$ cat config.mk
export PLATFORM = sky130hd
export DESIGN_NAME = nibble_serial_adder
export DESIGN_NICKNAME = d
export VERILOG_FILES = /design/src/rtl/nibble_serial_adder.sv
export SDC_FILE = /design/constraint.sdc
export NUM_CORES = 1
export LEC_CHECK = 0
export BUFFER_PORTS_ARGS = -buffer_cell sky130_fd_sc_hd__buf_2
export CAP_MARGIN = 20
export CORE_MARGIN = 10
export CORE_UTILIZATION = 54
export DETAILED_ROUTE_END_ITERATION = 10
export PLACE_DENSITY = 0.78
export REMOVE_ABC_BUFFERS = 1
export SETUP_SLACK_MARGIN = 0.2
export SLEW_MARGIN = 10
export SYNTH_ARGS = -nofsm -noshare
export SYNTH_HDL_FRONTEND = slang
export SYNTH_SLANG_ARGS = --single-unit
$ cat constraint.sdc
create_clock -name clk -period 3 [get_ports clk]
set_input_delay 0.6 -clock clk [delete_from_list [all_inputs] [get_ports clk]]
set_output_delay 0.6 -clock clk [all_outputs]
set_load 0.02 [all_outputs]
$ cat src/rtl/nibble_serial_adder.sv
// ----------------------------------------------------------------------------
// nibble_serial_adder
//   Adds two 16-bit unsigned operands plus a carry-in, one 4-bit nibble per
//   clock, through a single shared four_bit_adder. A request takes four RUN
//   cycles. The result is published, together with a one-cycle done pulse,
//   only on the final RUN edge.
//
// Ports
//   clk    in   1   rising-edge clock
//   rst_n  in   1   synchronous active-low reset
//   start  in   1   request; accepted only while idle
//   a      in  16   operand A
//   b      in  16   operand B
//   cin    in   1   carry into nibble 0
//   busy   out  1   addition in progress
//   done   out  1   one-cycle pulse, sum/cout valid
//   sum    out 16   (a + b + cin) mod 2^16, held until next completion
//   cout   out  1   carry out of bit 15, held with sum
// ----------------------------------------------------------------------------

// Nibble adder: the only arithmetic on the data path.
module four_bit_adder (
    input  logic [3:0] a_i,
    input  logic [3:0] b_i,
    input  logic       c_i,
    output logic [3:0] s_o,
    output logic       c_o
);
    assign {c_o, s_o} = {1'b0, a_i} + {1'b0, b_i} + {4'b0000, c_i};
endmodule

// state | meaning
// IDLE  | waiting for start; sum/cout hold last result
// RUN   | adding nibble k_q each cycle, k_q = 0..3
module nibble_serial_adder (
    input  logic        clk,
    input  logic        rst_n,
    input  logic        start,
    input  logic [15:0] a,
    input  logic [15:0] b,
    input  logic        cin,
    output logic        busy,
    output logic        done,
    output logic [15:0] sum,
    output logic        cout
);
    typedef enum logic {IDLE = 1'b0, RUN = 1'b1} state_t;

    state_t      state_q;
    logic [1:0]  k_q;
    logic [15:0] a_q;
    logic [15:0] b_q;
    logic        carry_q;
    logic [15:0] shadow_q;
    logic        busy_q;
    logic        done_q;
    logic [15:0] sum_q;
    logic        cout_q;

    logic [3:0]  nib_a_d;
    logic [3:0]  nib_b_d;
    logic [3:0]  nib_s_d;
    logic        nib_c_d;
    logic [3:0]  nib_base_d;

    assign nib_base_d = {k_q, 2'b00};
    assign nib_a_d    = a_q[nib_base_d +: 4];
    assign nib_b_d    = b_q[nib_base_d +: 4];

    four_bit_adder u_add (
        .a_i (nib_a_d),
        .b_i (nib_b_d),
        .c_i (carry_q),
        .s_o (nib_s_d),
        .c_o (nib_c_d)
    );

    always_ff @(posedge clk) begin
        if (!rst_n) begin
            state_q  <= IDLE;
            k_q      <= 2'd0;
            a_q      <= 16'h0000;
            b_q      <= 16'h0000;
            carry_q  <= 1'b0;
            shadow_q <= 16'h0000;
            busy_q   <= 1'b0;
            done_q   <= 1'b0;
            sum_q    <= 16'h0000;
            cout_q   <= 1'b0;
        end else begin
            done_q <= 1'b0;
            case (state_q)
                IDLE: begin
                    if (start) begin
                        a_q     <= a;
                        b_q     <= b;
                        carry_q <= cin;
                        k_q     <= 2'd0;
                        busy_q  <= 1'b1;
                        state_q <= RUN;
                    end
                end
                RUN: begin
                    shadow_q[nib_base_d +: 4] <= nib_s_d;
                    carry_q <= nib_c_d;
                    k_q     <= k_q + 2'd1;
                    if (k_q == 2'd3) begin
                        // Shadow register still lacks nibble 3 on this edge,
                        // so splice the live adder output in directly. The
                        // final carry goes only to cout.
                        sum_q   <= {nib_s_d, shadow_q[11:0]};
                        cout_q  <= nib_c_d;
                        done_q  <= 1'b1;
                        busy_q  <= 1'b0;
                        state_q <= IDLE;
                    end
                end
                default: state_q <= IDLE;
            endcase
        end
    end

    assign busy = busy_q;
    assign done = done_q;
    assign sum  = sum_q;
    assign cout = cout_q;

endmodule
Word-level counts from Yosys, hierarchy flattened. Cells that the tools add are included.

Output and inout bits: 19. Bits in registers: 71. Input port bits: 36. Word-level logic and storage cells: 38.

Shifts and indexed selects: 4. Bitwise logic cells: 1. $add $sub $neg: 4. Multiplexer cells: 12. Equality and inequality tests: 3. Reductions and logical operators: 4.

Operators with widths (count): variable part select 16 x 5 -> 4 bit (2); bitwise mux 16 bit (1); variable shift 4 x 6 -> 16 bit, first input constant (1); variable part select 4 x 6 -> 16 bit (1); AND reduction 2 bit (4); 2-to-1 mux 1 bit (6); negation 4 -> 6 bit (1); one-hot mux 1 bit (2 select lines) (3); adder 4 x 4 -> 5 bit (1); adder 5 x 1 -> 5 bit (1); one-hot mux 2 bit (2 select lines) (1); adder 2 x 1 -> 2 bit, second input constant (1); equality test 2 bit, second input constant (1); 2-to-1 mux 2 bit (1); inequality test 2 x 1 -> 1 bit, second input constant (1); inequality test 2 bit, second input constant (1); inverter 1 bit (1).

Logic depth before layout (Yosys ltp).
Word-level depth: 5. Gate-level depth with buffers: 9.

By module. Synthesis repeated with hierarchy kept, for this count alone.

Cells, all modules: 276. Area total of the unflattened synthesis: 2854.0 um^2.

By module, submodules not included: nibble_serial_adder (seq. area each 1341.3 um^2, times used 1, cells each 260, area an instance 2710.1 um^2); four_bit_adder (seq. area each 0.0 um^2, times used 1, cells each 16, area an instance 143.9 um^2).

Least setup slack after synthesis. No wires, ideal clock.

Kind: register -> register. From: register k_q[0]. To: register cout_q, in the netlist cout. Data required time: 2886 ps. Buffers on the path: 1. Cell stages (with the launch flop): 10. Slack: 562 ps. Data arrival time: 2324 ps. Period minus slack after synthesis: 2438 ps. Library setup time: 114 ps. Cell sequence: dfxtp_1 -> buf_2 -> mux4_2 -> fa_1 -> inv_1 -> fa_1 -> nor2b_1 -> o21ai_0 -> a21oi_1 -> a21o_1.

Cells in the longest elaborated chain, start to end: 3.

Ends and longest elaborated chain: start, declared (RTL line 50) `logic [1:0] k_q;`; start signal, assigned (RTL line 106) `k_q <= k_q + 2'd1;`; variable part select 16 x 5 -> 4 bit (on tied branches) (RTL line 67, 68); adder 4 x 4 -> 5 bit (RTL line 29) `assign {c_o, s_o} = {1'b0, a_i} + {1'b0, b_i} + {4'b0000, c_i};`; adder 5 x 1 -> 5 bit (RTL line 29); end signal, assigned (RTL line 112) `cout_q <= nib_c_d;`; end, declared (RTL line 58) `logic cout_q;`.

Parallel ways exist; a longest one is shown, timed or not. A chain may end at the register's enable or synchronous reset.

Worst setup path after layout.
From: register k_q[0]. To: register shadow_q[3].

Cells in the longest elaborated chain, start to end: 5.

Ends and longest elaborated chain: variable part select 16 x 5 -> 4 bit (on tied branches) (RTL line 67, 68); adder 4 x 4 -> 5 bit (RTL line 29); adder 5 x 1 -> 5 bit (RTL line 29); variable part select 4 x 6 -> 16 bit (RTL line 104) `shadow_q[nib_base_d +: 4] <= nib_s_d;`; bitwise mux 16 bit (*) (RTL line 104); end signal, assigned by index (RTL line 104); end, declared (RTL line 54) `logic [15:0] shadow_q;`.

Mark *: on every way between the ends. The rest lies on a longest branch, timed or not.

==> results.md <==
* Final std cells w/o fill at 414
* Setup TNS at 0 ns
* Critical R2R Launch: k_q[0]
* Total number of vias at approximately 2200
* Synthesized netlist cell count at approximately 290
* Setup Viol. Count Final at 0
* Worst Path Class, Setup: flop to flop
* First-pass GRT wire length at about 10000 um
* RSZ-0062 raised after global routing: no
* Min-delay src: sum[13]
* Gr ovfl total at 0
* Clock root buffer: clkbuf_8
* DRT Pass-1 Iters at 4
* Htree depth at 3
* HPWL Detailed at between 4000 and 5000 um
* Largest net degree at the start of global routing at 40
* Setup Skew at just under 0.006 ns
* FF-to-FF End: shadow_q[3]
* Final ANT Viol Nets at 0
* Hold Crit Class: flop to flop
* Footprint of the multi-input gates at 1370 sq um
* Fin crit period at ~2.4 ns
* VDD IR max at about 0.38 mV
* Clk slew on worst S/H paths at roughly 0.070 ns
* R2R setup slack at roughly 0.56 ns
* Area Overhead vs Synth at 18.5%
* Mean Syn Cell Area at 9.80 sq um
* WHS Endpoint: sum[13]
* Hold Crit Depth at 2
* Num Clock Sinks at 67
* Antenna cells at 0
* Crit path launch type: flop
* Hold Buf Count CTS at 0
* CTS tree: done
* # DRC at 0
* # nets final at around 390
* Mapped cell area at about 2800 sq um
* Crit Path Max Fanout at 9
* IO Pins at 55
* EDFF count, synth at 0
* Num rows at 26
* Number of DRC markers in iteration 0 at 101
* Starting Density at 0.554
* Avg Vias per Cell at roughly 5.2
* CTS Buf Count at 9
* PD cells at 560 nW/um^2
* Core footprint at 5070 sq um
* Tot GR Track Use at 0.149
* Sequential share of the synthesized area at 0.477
* Slew HR at 0.669
* Worst Path Required at roughly 3.2 ns
* F_max at slightly above 0.4 GHz
* CP Capture Type: flop
* Cells after DPL at between 300 and 400
* Antenna violations before repair at 0
* WP data arrival at 2.68 ns
* Yosys Warn Count at 0
* WL/cell at between 10 and 15 um
* Routed wire length at 5870 um
* CTS max path bufs at 2
* Leading register cell type out of synthesis: dfxtp_1
* Placed inst area at around 3100 sq um
* Filler Cell Count at 436
* Share of cells above drive strength 1 at 0.253
* Port bufs at 54
* Die ar. at ~8500 sq um
* Overall power at ~1.9 mW
* Overall die height at 92.2 um
* Final hold viol count at 0
* Slew @ Worst Pin at between 0.4 and 0.5 ns
* Die width at roughly 90 um
* FF-to-FF path depth at 7
* Fin. max-slew vios at 0
* Post-synth cell types at 35
* Status: finished clean
* Synth Register Bits at 67
* Number of global-route vias before repair at around 2300
* Max-cap viol count at 0
* P_leak at 1.38 nW
* Final period utilization at 0.812
* Routability cong. at 0.759
* FFs w/ async S/R, synth at 0
* Flip-flop and latch area at 1340 sq um
* Post-route design area at around 3300 sq um
* Worst skew pair latency at 0.35 ns
sequential cells by signal, summed over array words and instances (netlist names):
name and cells:
carry_q 1, cout 1, b_q 16, a_q 16, busy 1, state_q 1
shadow_q 12, sum 16, k_q 2, done 1
final cells by class:
class	count	share of cell area
clock buffers	13	0.0477
clock inverters	2	0.0105
inverters	7	0.00788
multi-input cells	195	0.410
flip-flops and latches	67	0.403
well taps	70	0.0263
repair buffers	60	0.0946
worst max-delay path, stage by stage, from the launching register on:
cell and delay [ns]:
dfxtp_2 0.46, buf_4 0.22, mux4_2 0.53, ha_1 0.29, nand3_1 0.08, a21boi_0 0.42, o31ai_1 0.15, and2_1 0.17
worst max path at each step:
stage                      start          end  slack [ns]  cells after the start
after CTS                 k_q[0]  shadow_q[3]        0.39                      7
final                     k_q[0]  shadow_q[3]        0.56                      7
after global routing      k_q[0]  shadow_q[7]        0.36                      7
after detailed placement  k_q[0]  shadow_q[3]        0.40                      7
after global placement    k_q[0]  shadow_q[7]        0.46                      7
after floorplan           k_q[0]         cout        0.49                      8
cells in the final DEF, fill, tap and decap left out, types with 2 or more instances in the layout:
cell and n:
buf_2 54, o21a_1 2, mux4_2 8, nor2b_1 9, dfxtp_1 66, o31ai_1 3
fa_1 2, buf_4 6, nand2_1 74, clkbuf_8 11, a22oi_1 6, and2_1 6
nor3_1 2, inv_1 7, clkbuf_1 2, or4b_1 2, a22o_1 14, a21oi_1 4
nor4b_1 3, ha_1 8, a21boi_0 33, o21ai_0 6
where the power goes:
part / total (mW) / switching, mW / internal, mW
Clock: 0.744 / 0.321 / 0.424
Sequential: 0.945 / 0.0239 / 0.922
Combinational: 0.177 / 0.0938 / 0.0832
Total: 1.87 / 0.438 / 1.43
synthesized netlist by cell type, types with 2 or more instances:
| library cell | n | share of area |
|---|---|---|
| nand2_1 | 74 | 0.099 |
| dfxtp_1 | 67 | 0.48 |
| a21boi_0 | 33 | 0.088 |
| a22o_1 | 14 | 0.044 |
| clkbuf_1 | 13 | 0.017 |
| nor2b_1 | 9 | 0.020 |
| ha_1 | 8 | 0.036 |
| mux4_2 | 8 | 0.064 |
| inv_1 | 7 | 0.0093 |
| a22oi_1 | 6 | 0.016 |
| and2_1 | 6 | 0.013 |
| o21ai_0 | 6 | 0.011 |
| a21oi_1 | 4 | 0.0071 |
| buf_2 | 3 | 0.0053 |
| nor4b_1 | 3 | 0.0093 |
| o31ai_1 | 3 | 0.0080 |
| fa_1 | 2 | 0.014 |
| nor3_1 | 2 | 0.0036 |
| o21a_1 | 2 | 0.0053 |
| or4b_1 | 2 | 0.0071 |
cell families after synthesis:
kind of cell | Yosys count | share of synthesized area
AND/OR/NAND/NOR | 103 | 0.173
AO/OA/AOI/OAI | 72 | 0.192
flip-flops | 67 | 0.477
buffers and inverters | 25 | 0.0373
adder cells (fa/ha/maj) | 10 | 0.0498
multiplexers | 9 | 0.0680
XOR/XNOR | 1 | 0.00311
repair_timing:
action / 4_1_cts / 5_1_grt
setup buffers: 0 / 0
endpoints found under the setup margin: 0 / 3
gates resized for setup: 0 / 1
metrics by stage:
stage,utilization,hold slack (ns),setup slack (ns)
after floorplan,-,0.440,0.492
after global placement,0.618,0.443,0.456
after detailed placement,0.618,0.445,0.401
after CTS,0.657,0.460,0.388
after global routing,0.657,0.486,0.359
final,0.657,0.454,0.565
routing by layer:
layer | global-route usage | wire length (um) | up-vias
met1 | 0.167 | 2710 | 1001
met3 | 0.0676 | 378 | 8
li1 | - | - | 1100
met2 | 0.243 | 2710 | 45
met5 | 0 | 0 | -
met4 | 0.0578 | 76 | 0
Power figures use the tool's default switching activity.
